`config.mk`:
```
export PLATFORM = sky130hd
export DESIGN_NAME = keypad_scan_sequencer_flat
export DESIGN_NICKNAME = d
export VERILOG_FILES = /design/src/rtl/keypad_scan_sequencer_if.sv /design/src/rtl/keypad_scan_sequencer.sv /design/src/flat_wrapper.sv
export SDC_FILE = /design/constraint.sdc
export NUM_CORES = 1
export LEC_CHECK = 0
export CORE_MARGIN = 2
export CORE_UTILIZATION = 40
export CTS_BUF_LIST = sky130_fd_sc_hd__clkbuf_16
export DETAILED_ROUTE_END_ITERATION = 16
export PLACE_DENSITY = 0.57
export SYNTH_ARGS = -nofsm -noshare
export SYNTH_HDL_FRONTEND = slang
export SYNTH_SLANG_ARGS = --single-unit
```
`constraint.sdc`:
```
create_clock -name CLK -period 6 [get_ports CLK]
set_input_delay 1.8 -clock CLK [delete_from_list [all_inputs] [get_ports CLK]]
set_output_delay 1.8 -clock CLK [all_outputs]
set_load 0.005 [all_outputs]
```
`src/rtl/keypad_scan_sequencer_if.sv`:
```
// Key delivery handshake between the keypad scan sequencer and the calculator FSM.
interface keypad_scan_sequencer_if;
   logic [3:0] KeyCode;
   logic       KeyValid;
   logic       KeyReady;

   modport master (output KeyCode, output KeyValid, input KeyReady);
   modport slave  (input KeyCode, input KeyValid, output KeyReady);
endinterface

```
`src/rtl/keypad_scan_sequencer.sv`:
```
// 4x4 keypad scan sequencer: drives one column at a time, debounces press and
// release, and hands each accepted key to the consumer exactly once.
module keypad_scan_sequencer #(
   parameter int unsigned SETTLE_CYCLES   = 4,
   parameter int unsigned DEBOUNCE_CYCLES = 1000
) (
   input  logic                           CLK,
   input  logic                           RESET,
   input  logic                           EnableKeyb,
   input  logic [3:0]                     keyboardfil,
   output logic [3:0]                     keyboardcol,
   output logic                           Busy,
   output logic [2:0]                     state,
   keypad_scan_sequencer_if.master        key_if
);

   typedef enum logic [2:0] {
      IDLE      = 3'd0,
      SCAN      = 3'd1,
      SETTLE    = 3'd2,
      DEB_PRESS = 3'd3,
      PRESENT   = 3'd4,
      WAIT_REL  = 3'd5,
      DEB_REL   = 3'd6
   } state_t;

   localparam logic [7:0]  SETTLE_LAST = 8'(SETTLE_CYCLES - 1);
   localparam logic [15:0] DEB_LAST    = 16'(DEBOUNCE_CYCLES - 1);

   state_t      state_q;
   logic [1:0]  col_q;
   logic [1:0]  row_q;
   logic [7:0]  settle_cnt;
   logic [15:0] deb_cnt;

   logic [1:0]  row_lo;
   logic        row_hit;
   logic [1:0]  col_next;

   function automatic logic [3:0] onehot(input logic [1:0] c);
      return 4'(4'b0001 << c);
   endfunction

   // Lowest active row wins when several keys share the driven column.
   always_comb begin
      row_lo = 2'd3;
      if (keyboardfil[0])      row_lo = 2'd0;
      else if (keyboardfil[1]) row_lo = 2'd1;
      else if (keyboardfil[2]) row_lo = 2'd2;
      row_hit  = keyboardfil[row_q];
      col_next = col_q + 2'd1;
   end

   // Scan/debounce/handshake state machine with registered outputs.
   always_ff @(posedge CLK or negedge RESET) begin
      if (!RESET) begin
         state_q         <= IDLE;
         col_q           <= '0;
         row_q           <= '0;
         settle_cnt      <= '0;
         deb_cnt         <= '0;
         keyboardcol     <= '0;
         key_if.KeyCode  <= '0;
         key_if.KeyValid <= 1'b0;
      end else begin
         case (state_q)
            IDLE: begin
               keyboardcol <= '0;
               if (EnableKeyb) begin
                  col_q       <= '0;
                  settle_cnt  <= '0;
                  keyboardcol <= 4'b0001;
                  state_q     <= SETTLE;
               end
            end
            SETTLE: begin
               if (settle_cnt == SETTLE_LAST) state_q <= SCAN;
               else                           settle_cnt <= settle_cnt + 8'd1;
            end
            SCAN: begin
               if (!EnableKeyb) begin
                  keyboardcol <= '0;
                  state_q     <= IDLE;
               end else if (|keyboardfil) begin
                  row_q   <= row_lo;
                  deb_cnt <= '0;
                  state_q <= DEB_PRESS;
               end else begin
                  col_q       <= col_next;
                  settle_cnt  <= '0;
                  keyboardcol <= onehot(col_next);
                  state_q     <= SETTLE;
               end
            end
            DEB_PRESS: begin
               if (row_hit) begin
                  if (deb_cnt == DEB_LAST) begin
                     key_if.KeyCode  <= {col_q, row_q};
                     key_if.KeyValid <= 1'b1;
                     state_q         <= PRESENT;
                  end else begin
                     deb_cnt <= deb_cnt + 16'd1;
                  end
               end else begin
                  col_q       <= col_next;
                  settle_cnt  <= '0;
                  keyboardcol <= onehot(col_next);
                  state_q     <= SETTLE;
               end
            end
            PRESENT: begin
               if (key_if.KeyReady) begin
                  key_if.KeyValid <= 1'b0;
                  state_q         <= WAIT_REL;
               end
            end
            WAIT_REL: begin
               if (!row_hit) begin
                  deb_cnt <= '0;
                  state_q <= DEB_REL;
               end
            end
            DEB_REL: begin
               if (row_hit) begin
                  state_q <= WAIT_REL;
               end else if (deb_cnt == DEB_LAST) begin
                  col_q <= col_next;
                  if (EnableKeyb) begin
                     settle_cnt  <= '0;
                     keyboardcol <= onehot(col_next);
                     state_q     <= SETTLE;
                  end else begin
                     keyboardcol <= '0;
                     state_q     <= IDLE;
                  end
               end else begin
                  deb_cnt <= deb_cnt + 16'd1;
               end
            end
            default: begin
               keyboardcol <= '0;
               state_q     <= IDLE;
            end
         endcase
      end
   end

   assign Busy  = (state_q != IDLE) && (state_q != SCAN);
   assign state = state_q;

endmodule
```
`src/flat_wrapper.sv`:
```
// flat-port wrapper written by rule: the top's interface ports become plain ports
module keypad_scan_sequencer_flat 
#(
   parameter int unsigned SETTLE_CYCLES   = 4,
   parameter int unsigned DEBOUNCE_CYCLES = 1000
)
  (CLK, RESET, EnableKeyb, keyboardfil, keyboardcol, Busy, state, key_if_KeyCode, key_if_KeyValid, key_if_KeyReady);
  keypad_scan_sequencer_if key_if_i ();
  input  logic CLK;
  input  logic RESET;
  input  logic EnableKeyb;
  input  logic [3:0] keyboardfil;
  output logic [3:0] keyboardcol;
  output logic Busy;
  output logic [2:0] state;
  output wire logic [$bits(key_if_i.KeyCode)-1:0] key_if_KeyCode;
  output wire logic [$bits(key_if_i.KeyValid)-1:0] key_if_KeyValid;
  input wire logic [$bits(key_if_i.KeyReady)-1:0] key_if_KeyReady;
  assign key_if_KeyCode = key_if_i.KeyCode;
  assign key_if_KeyValid = key_if_i.KeyValid;
  assign key_if_i.KeyReady = key_if_KeyReady;
  keypad_scan_sequencer #(.SETTLE_CYCLES(SETTLE_CYCLES), .DEBOUNCE_CYCLES(DEBOUNCE_CYCLES)) u_core (.CLK(CLK), .RESET(RESET), .EnableKeyb(EnableKeyb), .keyboardfil(keyboardfil), .keyboardcol(keyboardcol), .Busy(Busy), .state(state), .key_if(key_if_i));
endmodule
```
==> metrics <==
vias in the first global route 1,849; number of nets still failing antenna checks after routing 0; RSZ-0062 raised after global routing false; Switching Share 38.4%; Via density 5.82; setup bufs post-CTS 0; Critical Path End Type flop; worst clock skew 3.75 ps; combinational fraction of design power 39.4%; Tcrit/Tclk final 68.7%; Setup crit start kind primary input; Longest Clk Path Bufs 2; GPL Wtd Cong 0.806; Sw Pwr 0.417 mW; Fmax 243 MHz; Max VDD drop 0.152 mV; Vias 2,032; hold slack 491 ps; number of flops mapped to enable cells by yosys 0; die width 80.4 µm; Remaining DRCs 0; MaxCap Viol Count 0; top post-synthesis cells by area dfrtp_1 (43%), o21ai_0 (6.4%), nand2_1 (3.7%); CTS sink count 40; async set-reset flop share out of synthesis 100%; Arr. time, crit path 4260 ps; ant diodes 0; sequential share of power 37.7%; uppermost layer routed met4; fin util 48.7%; share of cells above drive strength 1 8.30%; leakage power total 1.13 nW; largest net degree at the start of global routing 41; Die ar. 6470 µm²; hpwl dp 3620 µm; row count 27; per-cell routed wire length 15.3 µm; IO buf count 20; filler cell count 539; final setup vio count 0; met3 WL post-DR 152 µm; worst rel slew slack 24.3%; Primary FF master, synth dfrtp_1; Clock transition at path regs 60 ps; power share of the clock group 22.9%; top cell type's share of synthesized area 42.8%; GR Overflow Total 0; wire length of the first global-routing pass 8960 µm; max-slew violations 0; worst-path maximum fanout 9; syn_nets 276; worst hold path type flop to flop; post-synthesis average cell area 8.92 µm²; internal power 0.669 mW; Final #Nets 291; setup ws final 1880 ps; Critical R2R Launch u_core.row_q[0]; Synth Warn # 0; Seq/Total Area, Yosys 42.8%; # hold bufs at CTS 0; Clock Latency Late Sink 280 ps; WL met2 2490 µm; setup TNS 0 ps; CTS H-tree lvls 2; distinct cell type count after synthesis 45; initial antenna violation count 0; core box area 5570 µm²; # IOs 21; area leader, netlist dfrtp_1; CTS resizes 0; Area Growth Syn to Fin 16.2%; crit path kind primary input to flop; status finished clean; CP startpoint keyboardfil[0]; Fin. Hold Viols 0; CTS tree built; Syn Std Cell Area 2340 µm²; count leader, synth dfrtp_1; top post-synthesis cells by count dfrtp_1 (40), o21ai_0 (30), nand2_1 (23), nor2_1 (22); Initial Utilization 41.9%; Yosys reg bits 40; crit path time final 4120 ps; CTS Buf Count 5; pwr dens 400 nW/µm²; Mapped Cells 262; GRT Total Usage 17.7%; drt total wl 5330 µm; Least-Margin Pin Slew 1130 ps; Die Y 80.4 µm; Tot Pwr 1.09 mW; DRT met1 WL 2630 µm; hold path startpoint u_core.settle_cnt[7]; CP required 6140 ps; clk root buf clkbuf_16; setup slack at placement 1360 ps; initial DRC count 136; Pre-antenna DRT Iters 5
worst paths after layout:
kind / to / slack, ps / cells past startpoint
min in group asynchronous: u_core.keyboardcol[3] / 1650 / 1
worst min-delay path: u_core.settle_cnt[7] / 490 / 1
worst max register to register: u_core.settle_cnt[4] / 3410 / 5
max in group asynchronous: u_core.deb_cnt[10] / 3780 / 1
worst min register to register: u_core.settle_cnt[7] / 490 / 1
worst max-delay path: u_core.settle_cnt[4] / 1880 / 6
state kept, by name (all words and copies together), names as in the netlist:
signal	cells
u_core.deb_cnt	16
u_core.keyboardcol	4
u_core.key_if.KeyValid	1
u_core.state	3
u_core.row_q	2
u_core.col_q	2
u_core.settle_cnt	8
u_core.key_if.KeyCode	4
logic make-up (layout without fill, tap and decap cells):
group / count (synthesis) / count (layout) / synth area share, %
AND/OR/NAND/NOR: 100 / 100 / 22.3
AO/OA/AOI/OAI: 75 / 75 / 20.1
flip-flops: 40 / 40 / 42.8
buffers and inverters: 26 / 41 / 4.28
multiplexers: 15 / 15 / 7.33
adder cells (fa/ha/maj): 6 / 6 / 3.21
power by group through the flow:
stage               Sequential (mW)  Clock [mW]  Combinational [mW]
finish                        0.409       0.249               0.428
global route                  0.419       0.267               0.487
detailed placement            0.414           0               0.426
CTS                           0.408       0.255               0.428
floorplan                     0.370           0               0.332
global placement              0.411           0               0.422
cell usage in the layout, fill, tap and decap left out, drive strengths merged, types with 4 or more instances in the layout:
cell type	n
o21ai	31
nor4	4
o31ai	5
nand3	11
mux2i	7
and3	4
inv	13
clkbuf	5
nand2	23
nand2b	5
a31oi	8
dfrtp	40
nor3	5
nand4	8
a21oi	13
ha	6
mux2	7
clkdlybuf4s50	19
nor2b	6
nor2	22
critical path, stage by stage:
cell	delay, ps
clkdlybuf4s50_1	450
mux4_2	570
or3b_1	380
or4_1	590
a21oi_2	340
a31oi_1	140
stage by stage:
stage               instance area [µm²]  instances
floorplan                          2340        262
global route                       2720        349
CTS                                2710        348
global placement                   2570        341
finish                             2720        349
detailed placement                 2570        341
per-layer routing:
layer  GRT usage [%]  vias up
li1                -      994
met3            3.48       10
met4            5.25        0
met1            24.7      993
met2            27.8       35
met5               0        -
cell type report:
type | count | area [µm²] | share of cell area (%)
inverters | 12 | 45.0 | 1.66
flip-flops and latches | 40 | 1000 | 36.8
clock inverters | 2 | 8.76 | 0.322
clock buffers | 5 | 125 | 4.61
repair buffers | 22 | 210 | 7.74
well taps | 72 | 90.1 | 3.32
multi-input cells | 196 | 1240 | 45.5
Note: power is estimated with default switching activity, not from simulation.
